File: config.mk
export PLATFORM = sky130hd
export DESIGN_NAME = tcam_cfg_bus_arbiter
export DESIGN_NICKNAME = d
export VERILOG_FILES = /design/src/rtl/tcam_cfg_bus_arbiter.sv
export SDC_FILE = /design/constraint.sdc
export NUM_CORES = 1
export LEC_CHECK = 0
export ABC_CLOCK_PERIOD_IN_PS = 5500
export BUFFER_PORTS_ARGS = -buffer_cell sky130_fd_sc_hd__buf_4
export CAP_MARGIN = 20
export CORE_UTILIZATION = 50
export DETAILED_ROUTE_END_ITERATION = 8
export GPL_TIMING_DRIVEN = 0
export PLACE_DENSITY_LB_ADDON = 0.3
export SYNTH_ARGS = -nofsm -noshare
export SYNTH_HDL_FRONTEND = slang
export SYNTH_SLANG_ARGS = --single-unit
File: constraint.sdc
create_clock -name clk -period 5.5 [get_ports clk]
set_input_delay 0 -clock clk [delete_from_list [all_inputs] [get_ports clk]]
set_output_delay 0 -clock clk [all_outputs]
set_load 0.02 [all_outputs]
File: src/rtl/tcam_cfg_bus_arbiter.sv
// Round-robin owner of the TCAM config register bus: one requester holds it for a whole frame, then a guard gap.
// Forwarded words appear 1 cycle after the granted requester drives them; the grant start waits while the TCAM is busy.
module tcam_cfg_bus_arbiter #(
    parameter int NUM_REQ            = 4,
    parameter int REQ_ID_WIDTH       = 2,
    parameter int REG_ADDR_BUS_WIDTH = 8,
    parameter int REG_DATA_BUS_WIDTH = 16,
    parameter int GAP_CYCLES         = 4,
    parameter int TIMEOUT_CYCLES     = 255
) (
    input  logic                                     clk,
    input  logic                                     rst,
    input  logic [NUM_REQ-1:0]                       i_req,
    input  logic [NUM_REQ-1:0]                       i_req_we,
    input  logic [NUM_REQ*REG_ADDR_BUS_WIDTH-1:0]    i_req_we_addr,
    input  logic [NUM_REQ*REG_DATA_BUS_WIDTH-1:0]    i_req_we_din,
    input  logic [NUM_REQ-1:0]                       i_req_we_din_v,
    input  logic [NUM_REQ-1:0]                       i_req_last,
    input  logic                                     i_tcam_busy,
    output logic [NUM_REQ-1:0]                       o_gnt,
    output logic                                     o_reg_bus_we,
    output logic [REG_ADDR_BUS_WIDTH-1:0]            o_reg_bus_we_addr,
    output logic [REG_DATA_BUS_WIDTH-1:0]            o_reg_bus_we_din,
    output logic                                     o_reg_bus_we_din_v,
    output logic                                     o_arb_busy,
    output logic                                     o_timeout,
    output logic [REQ_ID_WIDTH-1:0]                  o_timeout_id
);

    localparam int GAP_W = $clog2(GAP_CYCLES + 1);
    localparam logic [GAP_W-1:0] GAP_LAST = GAP_W'(GAP_CYCLES - 1);
    localparam logic [7:0] TO_LAST = 8'(TIMEOUT_CYCLES - 1);

    typedef enum logic [1:0] {
        IDLE     = 2'd0,
        WAIT_RDY = 2'd1,
        XFER     = 2'd2,
        GAP      = 2'd3
    } state_t;

    state_t                          state;
    state_t                          state_nxt;
    logic [REQ_ID_WIDTH-1:0]         gnt_id;
    logic [REQ_ID_WIDTH-1:0]         rr_ptr;
    logic [REQ_ID_WIDTH-1:0]         sel_id;
    logic [REQ_ID_WIDTH-1:0]         rr_nxt;
    logic [7:0]                      idle_cnt;
    logic [GAP_W-1:0]                gap_cnt;

    logic                            g_req;
    logic                            g_we;
    logic                            g_dv;
    logic                            g_last;
    logic [REG_ADDR_BUS_WIDTH-1:0]   g_addr;
    logic [REG_DATA_BUS_WIDTH-1:0]   g_din;

    logic                            word_vld;
    logic                            fwd;
    logic                            end_last;
    logic                            to_hit;
    logic                            xfer_end;

    // Only the owner's lanes are ever looked at; everyone else is muted here.
    always_comb begin
        g_req  = 1'b0;
        g_we   = 1'b0;
        g_dv   = 1'b0;
        g_last = 1'b0;
        g_addr = '0;
        g_din  = '0;
        for (int k = 0; k < NUM_REQ; k++) begin
            if (gnt_id == REQ_ID_WIDTH'(k)) begin
                g_req  = i_req[k];
                g_we   = i_req_we[k];
                g_dv   = i_req_we_din_v[k];
                g_last = i_req_last[k];
                g_addr = i_req_we_addr[k*REG_ADDR_BUS_WIDTH +: REG_ADDR_BUS_WIDTH];
                g_din  = i_req_we_din[k*REG_DATA_BUS_WIDTH +: REG_DATA_BUS_WIDTH];
            end
        end
    end

    // First pending request at or after rr_ptr, wrapping.
    always_comb begin
        int  idx;
        logic found;
        idx    = 0;
        found  = 1'b0;
        sel_id = '0;
        for (int i = 0; i < NUM_REQ; i++) begin
            idx = int'(rr_ptr) + i;
            if (idx >= NUM_REQ) begin
                idx = idx - NUM_REQ;
            end
            if (!found && i_req[idx]) begin
                found  = 1'b1;
                sel_id = REQ_ID_WIDTH'(idx);
            end
        end
    end

    assign word_vld = g_we & g_dv;
    assign fwd      = (state == XFER) & g_req & word_vld;
    assign end_last = fwd & g_last;
    // A valid word clears the idle count, so last always beats timeout.
    assign to_hit   = (state == XFER) & g_req & ~word_vld & (idle_cnt == TO_LAST);
    assign xfer_end = (state == XFER) & (~g_req | end_last | to_hit);
    assign rr_nxt   = (gnt_id == REQ_ID_WIDTH'(NUM_REQ - 1)) ? '0 : gnt_id + 1'b1;

    always_ff @(posedge clk) begin
        if (rst) begin
            state <= IDLE;
        end else begin
            state <= state_nxt;
        end
    end

    always_comb begin
        state_nxt = state;
        case (state)
            IDLE:     if (|i_req)       state_nxt = WAIT_RDY;
            WAIT_RDY: if (!i_tcam_busy) state_nxt = XFER;
            XFER:     if (xfer_end)     state_nxt = GAP;
            GAP:      if (gap_cnt == GAP_LAST) state_nxt = IDLE;
            default:  state_nxt = IDLE;
        endcase
    end

    always_comb begin
        o_gnt      = '0;
        o_arb_busy = (state != IDLE);
        for (int k = 0; k < NUM_REQ; k++) begin
            if (state == XFER && gnt_id == REQ_ID_WIDTH'(k)) begin
                o_gnt[k] = 1'b1;
            end
        end
    end

    always_ff @(posedge clk) begin
        if (rst) begin
            gnt_id             <= '0;
            rr_ptr             <= '0;
            idle_cnt           <= '0;
            gap_cnt            <= '0;
            o_reg_bus_we       <= 1'b0;
            o_reg_bus_we_din_v <= 1'b0;
            o_reg_bus_we_addr  <= '0;
            o_reg_bus_we_din   <= '0;
            o_timeout          <= 1'b0;
            o_timeout_id       <= '0;
        end else begin
            if (state == IDLE && |i_req) begin
                gnt_id <= sel_id;
            end

            if (xfer_end) begin
                rr_ptr <= rr_nxt;
            end

            if (state == XFER && !word_vld) begin
                idle_cnt <= idle_cnt + 8'd1;
            end else begin
                idle_cnt <= '0;
            end

            if (state == GAP) begin
                gap_cnt <= gap_cnt + 1'b1;
            end else begin
                gap_cnt <= '0;
            end

            o_reg_bus_we       <= fwd;
            o_reg_bus_we_din_v <= fwd;
            if (fwd) begin
                o_reg_bus_we_addr <= g_addr;
                o_reg_bus_we_din  <= g_din;
            end

            o_timeout <= to_hit;
            if (to_hit) begin
                o_timeout_id <= gnt_id;
            end
        end
    end

endmodule

==> metrics.md, run 1 <==
| Metric | Value |
|---|---|
| Layout area overhead | 43.1% |
| Max IR drop VDD | 232 uV |
| I/O pin count | 149 |
| Vias | 3390 |
| Initial antenna violation count | 0 |
| Reg power frac | 0.298 |
| Achievable clock frequency | 416 MHz |
| Post-DP HPWL | 7.95 mm |
| Post-route cell area | 4330 um^2 |
| 1st-iter DRT viols | 177 |
| Synth Flop Type | dfxtp_1 |
| Pint | 0.760 mW |
| EDFF count, synth | 0 |
| Placed instance area | 4220 um^2 |
| FF+latch count, synth | 45 |
| PortBufs | 147 |
| CTS hold repair buffers | 0 |
| DRT Wirelength | 10.1 mm |
| Via/cell ratio | 5.54 |
| Met3 routed WL | 854 um |
| Clock power share | 0.197 |
| Synthesis Warnings | 0 |
| Share of cells above drive strength 1 | 0.385 |
| Placement Setup Slack | 3.13 ns |
| Root Buffer | clkbuf_8 |
| Total CTS buffers | 5 |
| Syn Inst Count | 385 |
| Chip width | 79.8 um |
| CP endpoint kind | flip-flop |
| Critical path arrival | 2.56 ns |
| R2r worst-path depth | 10 |
| Die height | 79.8 um |
| WL met2 | 5.02 mm |
| Pwr per Cell Area | 291 nW/um^2 |
| Post-CTS sizing | 0 |
| Final std cells w/o fill | 612 |
| Worst skew pair latency | 0.30 ns |
| Initial core utilization | 0.534 |
| Min-delay worst type | in -> reg |
| Synth top area cells | dfxtp_1, a21oi_1, a211oi_2 |
| M1 wire length | 3.95 mm |
| Tot GR Track Use | 0.312 |
| Final setup TNS | 0 ns |
| DR pass1 iterations | 5 |
| Switch share | 0.398 |
| Placeable core region | 5680 um^2 |
| Final core utilization | 0.763 |
| Kind of critical path | reg -> reg |
| Worst Path Max Fanout | 10 |
| Skew final | 0.0100 ns |
| Seq/Total Area, Yosys | 0.298 |
| GP Congestion | 0.928 |
| Synthesized area | 3030 um^2 |
| Max clock buf depth | 2 |
| Maxcap violations | 0 |
| Yosys top cell by area | dfxtp_1 |
| Nets | 667 |
| Power Total | 1.26 mW |
| Diodes inserted | 0 |
| Outcome | complete, no violations |
| CP Launch Type | flip-flop |
| Leakage | 1.85 nW |
| Relative slew margins | 0.533 |
| Yosys top cell area share | 0.298 |
| Crit share post-route | 0.437 |
| Final Critical Period | 2.40 ns |
| Clock sinks | 45 |
| Final hold violation count | 0 |
| CTS tree | done |
| Clock slew at reported path FFs | 0.09 ns |
| Routed len/inst | 16.5 um |
| GRT Residual Overflow | 0 |
| Setup ws final | 3.10 ns |
| Mapped Nets | 513 |
| Worst endpoint required time | 5.66 ns |
| Setup violators final | 0 |
| Die area | 6370 um^2 |
| Mapped Avg Cell Area | 7.86 um^2 |
| Worst-Margin Slew | 0.700 ns |
| Detail Route Antenna Nets | 0 |
| Vias in the first global route | 3258 |
| Hold Crit Depth | 3 |
| Max Used Layer | met4 |
| Comb power frac | 0.505 |
| H-Tree Depth | 2 |
| First-pass GRT wire length | 15.5 mm |
| Post-CTS Setup Bufs | 0 |
| RSZ-0062 raised after global routing | no |
| Post-placement cell count | 604 |
| Num rows | 27 |
| Pin count of the biggest net entering global routing | 15 |
| Post-synth ARST share | 0 |
| NetSw | 0.502 mW |
| Unique cell type count in the Yosys netlist | 51 |
| Slew Limit Fails | 0 |
| FILL cells | 437 |
| Drc violations | 0 |
| Fin Hold WS | 0.0644 ns |
==> power by group through the flow <==
| stage | clock [mW] | sequential [mW] | combinational, mW |
|---|---|---|---|
| global placement | 0 | 0.380 | 0.603 |
| floorplan | 0 | 0.391 | 0.406 |
| detailed placement | 0 | 0.382 | 0.621 |
| finish | 0.249 | 0.376 | 0.637 |
| global route | 0.273 | 0.379 | 0.696 |
| CTS | 0.255 | 0.375 | 0.628 |
==> cell type report <==
cell class | instances | area [um^2] | share of cell area
repair buffers | 147 | 1100 | 0.255
multi-input cells | 293 | 1900 | 0.439
inverters | 14 | 52.6 | 0.0121
flip-flops and latches | 45 | 901 | 0.208
clock buffers | 6 | 72.6 | 0.0167
clock inverters | 2 | 38.8 | 0.00895
well taps | 72 | 90.1 | 0.0208
plain buffers | 33 | 173 | 0.0398
==> synth_stat cells, drive strengths merged (4+ instances only) <==
cell type / count
a211oi: 24
a21oi: 72
and2: 5
buf: 13
clkbuf: 20
dfxtp: 45
ha: 13
inv: 14
mux2i: 4
nand2: 29
nand2b: 5
nand3: 5
nand3b: 24
nor2: 66
nor2b: 4
nor3: 4
==> path summary, 6_finish.rpt <==
path,from,end,slack [ns]
worst max-delay path,gnt_id[1]$_SDFFE_PP0P_,o_reg_bus_we_din[6]$_SDFFE_PP0P_,3.10
worst min-delay path,i_req[3],gnt_id[0]$_SDFFE_PP0P_,0.06
worst max register to register,gnt_id[1]$_SDFFE_PP0P_,o_reg_bus_we_din[6]$_SDFFE_PP0P_,3.10
worst min register to register,gap_cnt[0]$_SDFF_PP0_,gap_cnt[0]$_SDFF_PP0_,0.44
==> layout by cell type (no fill, tap or decap), types with 2 or more instances in the layout <==
cell type / netlist / final
xnor2_1: 3 / 3
nor4_1: 2 / 2
dfxtp_1: 45 / 45
clkbuf_8: 0 / 5
buf_1: 2 / 2
a21oi_1: 72 / 72
a221oi_1: 2 / 2
and4_1: 2 / 2
o21ai_0: 3 / 3
buf_6: 4 / 4
nor2b_1: 4 / 4
and2_1: 4 / 4
ha_1: 13 / 13
xor2_1: 3 / 3
nand3_1: 4 / 4
nand2b_1: 4 / 4
nor2_1: 55 / 55
a211oi_2: 24 / 24
buf_4: 4 / 151
nor3_1: 4 / 4
o22ai_1: 2 / 2
buf_2: 3 / 3
nand2_1: 29 / 29
mux2i_1: 4 / 4
clkbuf_1: 20 / 21
nor2_2: 11 / 11
nand3b_1: 24 / 24
inv_1: 14 / 14
==> flip-flops by register name, summed over array words and instances, names as in the netlist <==
| name | flops |
|---|---|
| gap_cnt | 3 |
| gnt_id | 2 |
| idle_cnt | 8 |
| o_reg_bus_we_addr | 8 |
| o_reg_bus_we_din | 16 |
| o_reg_bus_we_din_v | 1 |
| o_timeout | 1 |
| o_timeout_id | 2 |
| rr_ptr | 2 |
| state | 2 |
==> worst max-delay path, cell delays in order (launching register included) <==
cell and delay [ns]:
dfxtp_1 0.41, inv_1 0.10, ha_1 0.27, and2b_4 0.31, nand3_2 0.08, a31oi_2 0.31
and3_1 0.23, buf_4 0.14, buf_6 0.14, buf_6 0.18, a211oi_2 0.08
==> per-layer routing <==
metal  vias to the layer above  global-route usage
met2                       169               0.554
li1                       1648                   -
met3                        26              0.0686
met1                      1547               0.360
met4                         0               0.129
met5                         -                   0
==> cells by family after synthesis <==
kind of cell	synth area share
AOI/OAI and AO/OA	0.279
DFF	0.298
muxes	0.0169
xor gates and xnor gates	0.0174
buffers and inverters	0.0744
and+or+nand+nor	0.262
adders and majority gates	0.0537
Power figures use the tool's default switching activity.
==> run 2, diff against run 1 <==
ABC_AREA = 1   (was unset)
ABC_CLOCK_PERIOD_IN_PS = 2300   (was 5500)
CORE_UTILIZATION = 45   (was 50)
clock period = 2.3 ns   (was 5.5 ns; I/O delays follow)
==> run 2 against run 1 <==
Hold slack got worse by 0.057 ns. Critical endpoint is now o_reg_bus_we_din[1]$_SDFFE_PP0P_. Non-clock buffer count rose by 6. Critical path type unchanged. Largest power group unchanged. Global-route usage fell by 0.82 points. Critical path depth fell by 3.
==> metrics.md, run 2 <==
| Metric | Value |
|---|---|
| Outcome | complete, no violations (unchanged) |
| Achievable clock frequency | 467 MHz (was 416 MHz) |
| Worst endpoint required time | 2.48 ns (was 5.66 ns) |
| Layout area overhead | 51.3% (was 43.1%) |
| Commonest cells after routing, fill and taps aside | buf_4, o21ai_0, nand2_1 (was buf_4, a21oi_1, nor2_1) |
| Tot GR Track Use | 0.304 (was 0.312) |
| Crit share post-route | 0.931 (was 0.437) |
| Pin count of the biggest net entering global routing | 15 (unchanged) |
| Mapped Nets | 522 (was 513) |
| Num rows | 28 (was 27) |
| R2r worst-path depth | 7 (was 10) |
| RSZ-0062 raised after global routing | no (unchanged) |
| Worst skew pair latency | 0.30 ns (about the same) |
| EDFF count, synth | 0 (unchanged) |
| Clock sinks | 45 (unchanged) |
| Top-count cell post-synth | o21ai_0 (was a21oi_1) |
| Hold path startpoint | i_req_we_din[61] (was i_req[3]) |
| DRT Wirelength | 9.54 mm (was 10.1 mm) |
| Leading cell types by count after synthesis | o21ai_0, nand2_1, dfxtp_1, nor2_1 (was a21oi_1, nor2_1, dfxtp_1, nand2_1) |
| Vias | 3520 (was 3390) |
| Max clock buf depth | 2 (unchanged) |
| Final std cells w/o fill | 637 (was 612) |
| Placement Setup Slack | 0.247 ns (was 3.13 ns) |
| Hold EP | o_reg_bus_we_din[13]$_SDFFE_PP0P_ (was gnt_id[0]$_SDFFE_PP0P_) |
| Min-delay worst type | in -> reg (unchanged) |
| Post-synth ARST share | 0 (unchanged) |
| CTS tree | done (unchanged) |
| R2r startpoint | gnt_id[0]$_SDFFE_PP0P_ (was gnt_id[1]$_SDFFE_PP0P_) |
| DR pass1 iterations | 5 (unchanged) |
| Post-CTS Setup Bufs | 0 (unchanged) |
| Setup ws final | 0.158 ns (was 3.10 ns) |
| Initial core utilization | 0.465 (was 0.534) |
| Placeable core region | 5920 um^2 (was 5680 um^2) |
| Post-placement cell count | 617 (was 604) |
| Die area | 6430 um^2 (was 6370 um^2) |
| Detail Route Antenna Nets | 0 (unchanged) |
| Yosys top cell by area | dfxtp_1 (unchanged) |
| Synthesized area | 2750 um^2 (was 3030 um^2) |
| GRT Residual Overflow | 0 (unchanged) |
| Drc violations | 0 (unchanged) |
| Max IR drop VDD | 438 uV (was 232 uV) |
| Final Critical Period | 2.14 ns (was 2.40 ns) |
| Mapped Avg Cell Area | 6.98 um^2 (was 7.86 um^2) |
| Vias in the first global route | 3331 (was 3258) |
| FILL cells | 502 (was 437) |
| Root Buffer | clkbuf_8 (unchanged) |
| Synth top area cells | dfxtp_1, o21ai_0, a221oi_1 (was dfxtp_1, a21oi_1, a211oi_2) |
| FF+latch count, synth | 45 (unchanged) |
| Diodes inserted | 0 (unchanged) |
| Routed len/inst | 15.0 um (was 16.5 um) |
| Total CTS buffers | 5 (unchanged) |
| Final setup TNS | 0 ns (unchanged) |
| Power Total | 3.73 mW (was 1.26 mW) |
| Synthesis Warnings | 0 (unchanged) |
| Syn Inst Count | 394 (was 385) |
| Chip width | 80.2 um (was 79.8 um) |
| Share of cells above drive strength 1 | 0.324 (was 0.385) |
| Seq/Total Area, Yosys | 0.327 (was 0.298) |
| Unique cell type count in the Yosys netlist | 29 (was 51) |
| R2R Setup Slk | 0.16 ns (was 3.10 ns) |
| Relative slew margins | 0.636 (was 0.533) |
| H-Tree Depth | 2 (unchanged) |
| Die height | 80.2 um (was 79.8 um) |
| Maxcap violations | 0 (unchanged) |
| Clock slew at reported path FFs | 0.09 ns (about the same) |
| Slew Limit Fails | 0 (unchanged) |
| Reg-to-Reg End | o_reg_bus_we_din[1]$_SDFFE_PP0P_ (was o_reg_bus_we_din[6]$_SDFFE_PP0P_) |
| Initial antenna violation count | 0 (unchanged) |
| Worst Path Max Fanout | 10 (unchanged) |
| Worst-Margin Slew | 0.547 ns (was 0.700 ns) |
| I/O pin count | 149 (unchanged) |
| CP endpoint kind | flip-flop (unchanged) |
| PortBufs | 148 (was 147) |
| Leakage | 2.00 nW (was 1.85 nW) |
| Synth Flop Type | dfxtp_1 (unchanged) |
| Post-DP HPWL | 7.31 mm (was 7.95 mm) |
| Fin Hold WS | 0.00768 ns (was 0.0644 ns) |
| Biggest regs | o_reg_bus_we_din x16, idle_cnt x8, o_reg_bus_we_addr x8 (unchanged) |
| Pwr per Cell Area | 897 nW/um^2 (was 291 nW/um^2) |
| 1st-iter DRT viols | 223 (was 177) |
| Largest register FFs | 16 (unchanged) |
| GP Congestion | 0.884 (was 0.928) |
| Largest register by flop count | o_reg_bus_we_din (unchanged) |
| Hold Crit Depth | 3 (unchanged) |
| First-pass GRT wire length | 15.1 mm (was 15.5 mm) |
| Commonest non-fill, non-tap cell in the layout | buf_4 (unchanged) |
| Kind of critical path | reg -> reg (unchanged) |
| Yosys top cell area share | 0.327 (was 0.298) |
| Via/cell ratio | 5.53 (was 5.54) |
| Nets | 689 (was 667) |
| CP Launch Type | flip-flop (unchanged) |
| Setup violators final | 0 (unchanged) |
| CP startpoint | gnt_id[0]$_SDFFE_PP0P_ (was gnt_id[1]$_SDFFE_PP0P_) |
| Skew final | 0.00522 ns (was 0.0100 ns) |
| Final hold violation count | 0 (unchanged) |
| Critical path arrival | 2.33 ns (was 2.56 ns) |
-- run 2: changes by cell type after synthesis, moves of 9 or more --
cell	before	now
a221oi_1	2	24
nor2_2	11	1
nand3_1	4	14
nand3b_1	24	0
nand2_1	29	48
a211oi_2	24	0
nor2_1	55	45
o21ai_0	3	80
a21oi_1	72	33
inv_1	14	33
clkbuf_1	20	11
-- run 2: cells by family after synthesis --
| logic type | Yosys count | share of synthesized area |
|---|---|---|
| AOI/OAI and AO/OA | 144 | 0.298 |
| xor gates and xnor gates | 6 | 0.0218 |
| adders and majority gates | 13 | 0.0591 |
| buffers and inverters | 61 | 0.100 |
| DFF | 45 | 0.327 |
| and+or+nand+nor | 125 | 0.193 |
-- run 2: critical path, cell delays in order (launching register included) --
cell,delay [ns]
dfxtp_1,0.36
ha_1,0.32
inv_1,0.15
clkbuf_1,0.45
clkbuf_1,0.39
o21ai_0,0.15
o21ai_0,0.12
a21oi_1,0.09
-- run 2: timing repair --
action / in CTS / in global routing
gates resized for setup: 0 / 0
hold endpoints to repair: 14 / 0
endpoints found under the setup margin: 0 / 0
hold buffers: 12 / 0
-- run 2: layout make-up --
| class | count | area [um^2] | area share |
|---|---|---|---|
| buffer | 26 | 145 | 0.0349 |
| clock buffer | 5 | 68.8 | 0.0165 |
| tap | 75 | 93.8 | 0.0225 |
| timing repair buffer | 160 | 1230 | 0.296 |
| inverter | 35 | 131 | 0.0316 |
| multi-input combinational | 288 | 1570 | 0.378 |
| sequential | 45 | 901 | 0.216 |
| clock inverter | 3 | 17.5 | 0.00421 |
-- run 2: stage by stage --
stage / utilization / instance area [um^2]
after floorplan: - / 2750
after global placement: 0.668 / 3960
after detailed placement: 0.668 / 3960
after CTS: 0.703 / 4160
after global routing: 0.703 / 4160
final: 0.703 / 4160
-- run 2: power by group --
group / leakage (nW) / internal (mW) / switching, mW / total (mW)
sequential: 0.364 / 0.880 / 0.0750 / 0.955
clock: 0.0439 / 0.210 / 0.274 / 0.484
combinational: 1.59 / 0.897 / 1.40 / 2.29
total: 2.00 / 1.99 / 1.75 / 3.73
-- run 2: routing by layer --
layer	GRT usage	up-vias	wire, um
met4	0.120	0	260
li1	-	1692	-
met2	0.540	177	4680
met5	0	-	0
met1	0.357	1625	3820
met3	0.0591	26	778
-- run 2: how the worst max path moves through the flow --
stage | slack, ns | end | cells past startpoint
after floorplan | 0.63 | o_reg_bus_we_addr[6]$_SDFFE_PP0P_ | 13
after global placement | 0.28 | o_reg_bus_we_din[3]$_SDFFE_PP0P_ | 7
after detailed placement | 0.25 | o_reg_bus_we_din[3]$_SDFFE_PP0P_ | 7
after CTS | 0.21 | o_reg_bus_we_din[3]$_SDFFE_PP0P_ | 7
after global routing | 0.01 | o_reg_bus_we_din[2]$_SDFFE_PP0P_ | 12
final | 0.16 | o_reg_bus_we_din[1]$_SDFFE_PP0P_ | 7
